`src/rtl/sm_trace_pkg.sv`:
```
// sm_trace_pkg: definitions shared by the sm_cpu trace recorder.
//   ENTRY_W      width of one trace entry, {pc, instr}
//   traceState_t recorder state codes as seen on the 'state' output
//                (ST_WAIT is only reachable when SM_TRACE_TRIGGER_EN is defined)
package sm_trace_pkg;

   localparam int ENTRY_W = 64;

   typedef enum logic [1:0] {
      ST_ARMED  = 2'd0,
      ST_RUN    = 2'd1,
      ST_FROZEN = 2'd2,
      ST_WAIT   = 2'd3
   } traceState_t;

endpackage

```
`src/rtl/sm_trace_ram.sv`:
```
// sm_trace_ram: DEPTH x DATA_W simple dual-port trace memory.
//   clk     clock
//   wrEn    write strobe; wrData is stored at wrAddr on the rising edge
//   wrAddr  write address
//   wrData  write data
//   rdEn    read strobe; mem[rdAddr] is registered into rdData
//   rdAddr  read address
//   rdData  registered read data (holds its value while rdEn is low)
// The contents and the read register are deliberately not reset so the
// array maps onto block RAM. A read and a write to the same address in one
// cycle return the old contents (read-first), which the recorder relies on
// when it pops the oldest entry of a full buffer while overwriting it.
module sm_trace_ram
   import sm_trace_pkg::*;
#(
   parameter int DEPTH  = 16,
   parameter int ADDR_W = $clog2(DEPTH),
   parameter int DATA_W = ENTRY_W
) (
   input  logic              clk,
   input  logic              wrEn,
   input  logic [ADDR_W-1:0] wrAddr,
   input  logic [DATA_W-1:0] wrData,
   input  logic              rdEn,
   input  logic [ADDR_W-1:0] rdAddr,
   output logic [DATA_W-1:0] rdData
);

   logic [DATA_W-1:0] mem [DEPTH];

   always_ff @(posedge clk) begin
      if (wrEn) begin
         mem[wrAddr] <= wrData;
      end
      if (rdEn) begin
         rdData <= mem[rdAddr];
      end
   end

endmodule

```
`src/rtl/sm_trace_buffer.sv`:
```
// sm_trace_buffer: execution-trace recorder for the sm_cpu core.
// Captures {pc, instr} on every enabled CPU cycle while running, counts the
// captured cycles and freezes on buffer-full (non-circular mode), on the
// cycle timeout or on an external stop. Entries are drained oldest-first
// through a registered read port.
//   Parameters: DEPTH (power of 2, >= 2), TIMEOUT_CYCLES (0 = no timeout),
//               CNT_W (cycle counter width)
//   clk, rst_n        clock, asynchronous active-low reset
//   cpu_en, pc, instr capture strobe and the traced pair
//   start/stop/clear  control pulses (clear > stop > start)
//   circ              1 = overwrite oldest when full, 0 = freeze when full
//   trig_pc           trigger PC (trigger build only)
//   rd_en             pop request
//   rd_data/rd_valid  popped entry, one cycle after rd_en
//   count, cycles     valid entries, captured cycles since clear
//   state             0 ARMED, 1 RUN, 2 FROZEN, 3 WAIT
//   overflow/timeout  sticky flags
// Build option: define SM_TRACE_TRIGGER_EN to make 'start' wait in WAIT
// until a CPU cycle with pc == trig_pc, which then becomes entry 0.
module sm_trace_buffer
   import sm_trace_pkg::*;
#(
   parameter int DEPTH          = 16,
   parameter int TIMEOUT_CYCLES = 120,
   parameter int CNT_W          = 32
) (
   input  logic                   clk,
   input  logic                   rst_n,
   input  logic                   cpu_en,
   input  logic [31:0]            pc,
   input  logic [31:0]            instr,
   input  logic                   start,
   input  logic                   stop,
   input  logic                   clear,
   input  logic                   circ,
   input  logic [31:0]            trig_pc,
   input  logic                   rd_en,
   output logic [ENTRY_W-1:0]     rd_data,
   output logic                   rd_valid,
   output logic [$clog2(DEPTH):0] count,
   output logic [CNT_W-1:0]       cycles,
   output logic [1:0]             state,
   output logic                   overflow,
   output logic                   timeout
);

   localparam int ADDR_W = $clog2(DEPTH);
   localparam int CW     = ADDR_W + 1;
   localparam logic [CW-1:0] FULL_COUNT = CW'(DEPTH);
   // A timeout value the counter can never hold would otherwise alias
   // after truncation, so it simply disables the timeout.
   localparam bit TO_EN = (TIMEOUT_CYCLES > 0) &&
                          ((CNT_W >= 31) || (TIMEOUT_CYCLES < (1 << CNT_W)));

`ifdef SM_TRACE_TRIGGER_EN
   localparam traceState_t START_STATE = ST_WAIT;
`else
   localparam traceState_t START_STATE = ST_RUN;
`endif

   traceState_t        curState;
   logic [ADDR_W-1:0]  wrPtr;
   logic [ADDR_W-1:0]  rdPtr;
   logic [CW-1:0]      countReg;
   logic [CW-1:0]      countNext;
   logic [CNT_W-1:0]   cycleCnt;
   logic [CNT_W-1:0]   cycleInc;
   logic               ovfFlag;
   logic               toFlag;
   logic               rdValidReg;
   logic [ENTRY_W-1:0] ramRdData;

   logic trigHit;
   logic capture;
   logic isFull;
   logic doRead;
   logic overwrite;
   logic timeoutHit;
   logic fullFreeze;

`ifdef SM_TRACE_TRIGGER_EN
   assign trigHit = (curState == ST_WAIT) && (pc == trig_pc);
`else
   logic unusedTrigPc;
   assign trigHit      = 1'b0;
   assign unusedTrigPc = ^trig_pc;
`endif

   // stop and clear win over a capture in the same cycle.
   assign capture   = cpu_en && !clear && !stop && ((curState == ST_RUN) || trigHit);
   assign isFull    = (countReg == FULL_COUNT);
   assign doRead    = rd_en && !clear && (countReg != '0);
   // A simultaneous pop already frees the oldest slot, so only a write into
   // a full buffer without a pop loses data.
   assign overwrite = capture && isFull && !doRead;
   assign cycleInc  = (&cycleCnt) ? cycleCnt : cycleCnt + CNT_W'(1);

   always_comb begin
      countNext = countReg;
      if (capture && !doRead && !isFull) begin
         countNext = countReg + CW'(1);
      end else if (doRead && !capture) begin
         countNext = countReg - CW'(1);
      end
   end

   assign timeoutHit = capture && TO_EN && (cycleInc == CNT_W'(TIMEOUT_CYCLES));
   assign fullFreeze = capture && !circ && (countNext == FULL_COUNT);

   always_ff @(posedge clk or negedge rst_n) begin
      if (!rst_n) begin
         curState   <= ST_ARMED;
         wrPtr      <= '0;
         rdPtr      <= '0;
         countReg   <= '0;
         cycleCnt   <= '0;
         ovfFlag    <= 1'b0;
         toFlag     <= 1'b0;
         rdValidReg <= 1'b0;
      end else if (clear) begin
         curState   <= ST_ARMED;
         wrPtr      <= '0;
         rdPtr      <= '0;
         countReg   <= '0;
         cycleCnt   <= '0;
         ovfFlag    <= 1'b0;
         toFlag     <= 1'b0;
         rdValidReg <= 1'b0;
      end else begin
         if (capture) begin
            wrPtr    <= wrPtr + ADDR_W'(1);
            cycleCnt <= cycleInc;
         end
         if (doRead || overwrite) begin
            rdPtr <= rdPtr + ADDR_W'(1);
         end
         countReg   <= countNext;
         rdValidReg <= doRead;
         if (overwrite) begin
            ovfFlag <= 1'b1;
         end
         if (timeoutHit) begin
            toFlag <= 1'b1;
         end

         if (stop) begin
            curState <= ST_FROZEN;
         end else begin
            case (curState)
               ST_ARMED: begin
                  if (start) begin
                     curState <= START_STATE;
                  end
               end
               ST_RUN: begin
                  if (timeoutHit || fullFreeze) begin
                     curState <= ST_FROZEN;
                  end
               end
               ST_WAIT: begin
                  if (timeoutHit || fullFreeze) begin
                     curState <= ST_FROZEN;
                  end else if (capture) begin
                     curState <= ST_RUN;
                  end
               end
               default: begin
               end
            endcase
         end
      end
   end

   sm_trace_ram #(
      .DEPTH  (DEPTH),
      .ADDR_W (ADDR_W),
      .DATA_W (ENTRY_W)
   ) uRam (
      .clk    (clk),
      .wrEn   (capture),
      .wrAddr (wrPtr),
      .wrData ({pc, instr}),
      .rdEn   (doRead),
      .rdAddr (rdPtr),
      .rdData (ramRdData)
   );

   // The RAM output register has no reset; masking it keeps rd_data at zero
   // after reset and clear and whenever no pop is being presented.
   assign rd_data  = rdValidReg ? ramRdData : '0;
   assign rd_valid = rdValidReg;
   assign count    = countReg;
   assign cycles   = cycleCnt;
   assign state    = curState;
   assign overflow = ovfFlag;
   assign timeout  = toFlag;

endmodule
```
`config.mk`:
```
export PLATFORM = sky130hd
export DESIGN_NAME = sm_trace_buffer
export DESIGN_NICKNAME = d
export VERILOG_FILES = /design/src/rtl/sm_trace_pkg.sv /design/src/rtl/sm_trace_ram.sv /design/src/rtl/sm_trace_buffer.sv
export SDC_FILE = /design/constraint.sdc
export NUM_CORES = 1
export LEC_CHECK = 0
export ABC_AREA = 1
export BUFFER_PORTS_ARGS = -buffer_cell sky130_fd_sc_hd__buf_2
export CORE_ASPECT_RATIO = 1.2
export CORE_MARGIN = 3
export CORE_UTILIZATION = 35
export DETAILED_ROUTE_END_ITERATION = 6
export GPL_ROUTABILITY_DRIVEN = 0
export PLACE_DENSITY = 0.54
export SYNTH_ARGS = -nofsm -noshare
export SYNTH_HDL_FRONTEND = slang
export SYNTH_HIERARCHICAL = 1
export SYNTH_SLANG_ARGS = --single-unit
```
`constraint.sdc`:
```
create_clock -name clk -period 4.4 [get_ports clk]
set_clock_uncertainty 0.15 [all_clocks]
set_input_delay 0.88 -clock clk [delete_from_list [all_inputs] [get_ports clk]]
set_output_delay 0.88 -clock clk [all_outputs]
set_load 0.005 [all_outputs]
```
==> summary.md <==
| Metric | Value |
|---|---|
| Outcome | finished clean |
| Average wire per standard cell | 18.9 um |
| Core area | 0.142 mm2 |
| CP cell instances | buf_4, nand2_1, inv_1, buf_2 |
| GR Util met1 | 23.1% |
| Worst-skew pair later-pin latency | 0.74 ns |
| Hold_ws | 0.0647 ns |
| Gr busiest metal | met2 |
| Clock power frac | 38.6% |
| Yosys reg bits | 1138 |
| Synth unique cells | 35 |
| Num CTS Buffers | 112 |
| P_leak | 23.9 nW |
| Drt drc | 0 |
| Total grt overflow | 0 |
| CTS Hold Bufs | 0 |
| Power density cells | 430 mW/mm2 |
| Slowest stage cell, crit path | dfrtp_4 |
| IO Count | 210 |
| Layout cell share with drive strength beyond 1 | 8.53% |
| Synthesis Warnings | 6 |
| Port buffer count | 177 |
| Initial core utilization | 35.3% |
| Clk buf depth | 3 |
| RSZ-0062 raised after global routing | no |
| Die width | 351 um |
| Internal | 17.9 mW |
| Largest incremental delay on the critical path | 0.87 ns |
| Via count | 33.0k |
| Met2 Track Usage GR | 29.4% |
| Final ANT Viol Nets | 0 |
| Post-Syn Nets | 4995 |
| Post-synthesis sequential area ratio | 67.8% |
| CTS resizes | 0 |
| Wirelength, routed | 131 mm |
| Synth Cell Area | 0.0500 mm2 |
| Commonest non-fill, non-tap cell in the layout | nand2_1 |
| Worst Path Max Fanout | 45 |
| Combinational cell fraction of total power | 11.0% |
| Synth top area cells | edfxtp_1 65%, nand2_1 12%, nand3_1 8.1% |
| Tcrit/Tclk final | 76.4% |
| Net Sw Frac | 25.7% |
| Clk root buf | clkbuf_16 |
| DR pass1 iterations | 5 |
| Global-route wire length before repair | 195 mm |
| Top cell type's share of synthesized area | 65.3% |
| Vias/cell | 4.75 |
| Die Y | 420 um |
| Slew at the pin closest to its max-slew limit | 1.06 ns |
| R2R Path End | state[0]$_DFFE_PN0P_ |
| R2R setup slack | 1.38 ns |
| Type of origin of the critical path | register |
| Critical Path RT | 3.37 ns |
| Die ar. | 0.147 mm2 |
| Clock transition at path regs | 0.07 ns |
| Vias in the first global route | 31.1k |
| Most area-hungry cell type in the Yosys netlist | edfxtp_1 |
| Switching power | 6.22 mW |
| Mapped Cells | 4885 |
| Iter 0 DRT Violations | 2456 |
| Sequential Power Share | 50.4% |
| Post-route minimum period | 3.36 ns |
| H-tree levels | 3 |
| Family with the most delay on the worst path | flip-flops |
| # rows | 151 |
| Total chip power | 24.2 mW |
| Buf/Inv on CP | 3 |
| Gr usage total | 17.5% |
| Final Setup Violations | 0 |
| Largest net degree at the start of global routing | 190 |
| Area Growth Syn to Fin | 12.4% |
| Post-synthesis average cell area | 10.2 um2 |
| Max Clock Freq | 0.297 GHz |
| Worst R2R Start | cycles[0]$_DFFE_PN0P_ |
| CP Capture Type | primary output |
| Hold Vio Cnt, Final | 0 |
| Nets | 5109 |
| Most frequent cells in the layout | 1586 x nand2_1, 1088 x edfxtp_1, 893 x inv_1 |
| Initial antenna violation count | 22 |
| Pins Over Slew Limit | 0 |
| CTS tree | done |
| Crit path DAT | 2.33 ns |
| Maximum VDD drop | 357 uV |
| # Max-Cap Violations | 0 |
| CTS sink count | 1138 |
| Type of the worst min-delay path | input port to async pin |
| Setup bufs post-CTS | 0 |
| Critical setup path kind | register to primary output |
| Max-slew headroom | 29.2% |
| GRT met3 Usage | 3.13% |
| R2R depth | 16 |
| DP HPWL | 66.4 mm |
==> worst reg2reg max path, delay by kind of cell, from the launching register on <==
kind | cells | cell delay, ns
and+or+nand+nor | 13 | 1.75
DFF | 1 | 0.51
adders and majority gates | 1 | 0.35
buffers and inverters | 2 | 0.16
==> layout make-up <==
type | instances | area [um2]
well taps | 1836 | 2300
diodes | 9 | 22.5
multi-input cells | 2617 | 11400
repair buffers | 229 | 1600
fillers | 13559 | 85300
clock inverters | 70 | 642
inverters | 901 | 3430
flip-flops and latches | 1138 | 33900
clock buffers | 135 | 2890
==> cell usage after synthesis <==
cell         n
clkbuf_1    31
nor2_1     105
o21ai_0     14
xnor2_1      1
nand2_1   1586
buf_1       15
nor3b_1      1
dfrtp_1     50
xor2_1      22
inv_1      895
o22ai_1     19
buf_2      118
buf_4       16
nand2_4      2
inv_4        1
nand4_1     12
edfxtp_1  1088
inv_2        4
nand3_2      1
nor2_8       1
a21oi_1      9
buf_8        1
a22o_1       3
nor3_1       5
nor2_4       5
buf_6       48
inv_6        1
nand2_2      4
nor4_1       1
or2_2        1
nor2_2       6
ha_1         6
nand3b_1     2
nand3_1    810
and3_1       1
==> state kept, by name, indices dropped and copies added, names as in the netlist <==
signal	cells
uRam/mem	1024
uRam/rdData	64
cycles	32
count	5
rdPtr	4
wrPtr	4
state	2
overflow	1
rd_valid	1
timeout	1
==> per-stage QoR <==
stage / utilization [%] / instance area [um2] / worst slack (ns) / TNS (ns) / std cells
after global routing: 39.7 / 56200 / 0.826 / 0 / 6928
final: 39.7 / 56200 / 1.04 / 0 / 6935
after global placement: 37.2 / 52600 / 0.774 / 0 / 6721
after detailed placement: 37.2 / 52600 / 0.774 / 0 / 6721
after CTS: 39.7 / 56200 / 0.873 / 0 / 6926
after floorplan: - / 50000 / -0.818 / -825.54 / 4885
==> cell families after synthesis <==
family	share of synthesized area [%]
XOR/XNOR	0.403
adder cells (fa/ha/maj)	0.150
buffers and inverters	9.66
AND/OR/NAND/NOR	21.4
AO/OA/AOI/OAI	0.520
flip-flops	67.8
==> metal layers <==
metal | vias up | wire (um) | share of wire (%)
met5 | - | 82 | 0.063
met4 | 12 | 3510 | 2.7
met3 | 205 | 7510 | 5.7
met2 | 883 | 63200 | 48
met1 | 15926 | 56700 | 43
li1 | 15944 | - | -
==> how the worst max path moves through the flow <==
| stage | slack, ns | start | cells past startpoint | endpoint |
|---|---|---|---|---|
| final | 1.04 | rd_valid$_DFF_PN0_ | 4 | rd_data[60] |
| after global routing | 0.83 | rd_valid$_DFF_PN0_ | 4 | rd_data[60] |
| after CTS | 0.87 | rd_valid$_DFF_PN0_ | 4 | rd_data[60] |
| after detailed placement | 0.77 | clear | 7 | uRam/mem[15][18]$_DFFE_PP_ |
| after global placement | 0.77 | clear | 7 | uRam/mem[12][27]$_DFFE_PP_ |
| after floorplan | -0.82 | clear | 6 | uRam/mem[12][0]$_DFFE_PP_ |
==> power groups by stage <==
stage,clock network (mW),registers (mW),logic [mW]
floorplan,0,12.3,2.02
global placement,0,12.4,2.67
detailed placement,0,12.4,2.69
CTS,9.57,12.2,2.70
global route,9.95,12.2,3.02
finish,9.34,12.2,2.65
No activity file was read; power rests on OpenSTA's default activity.
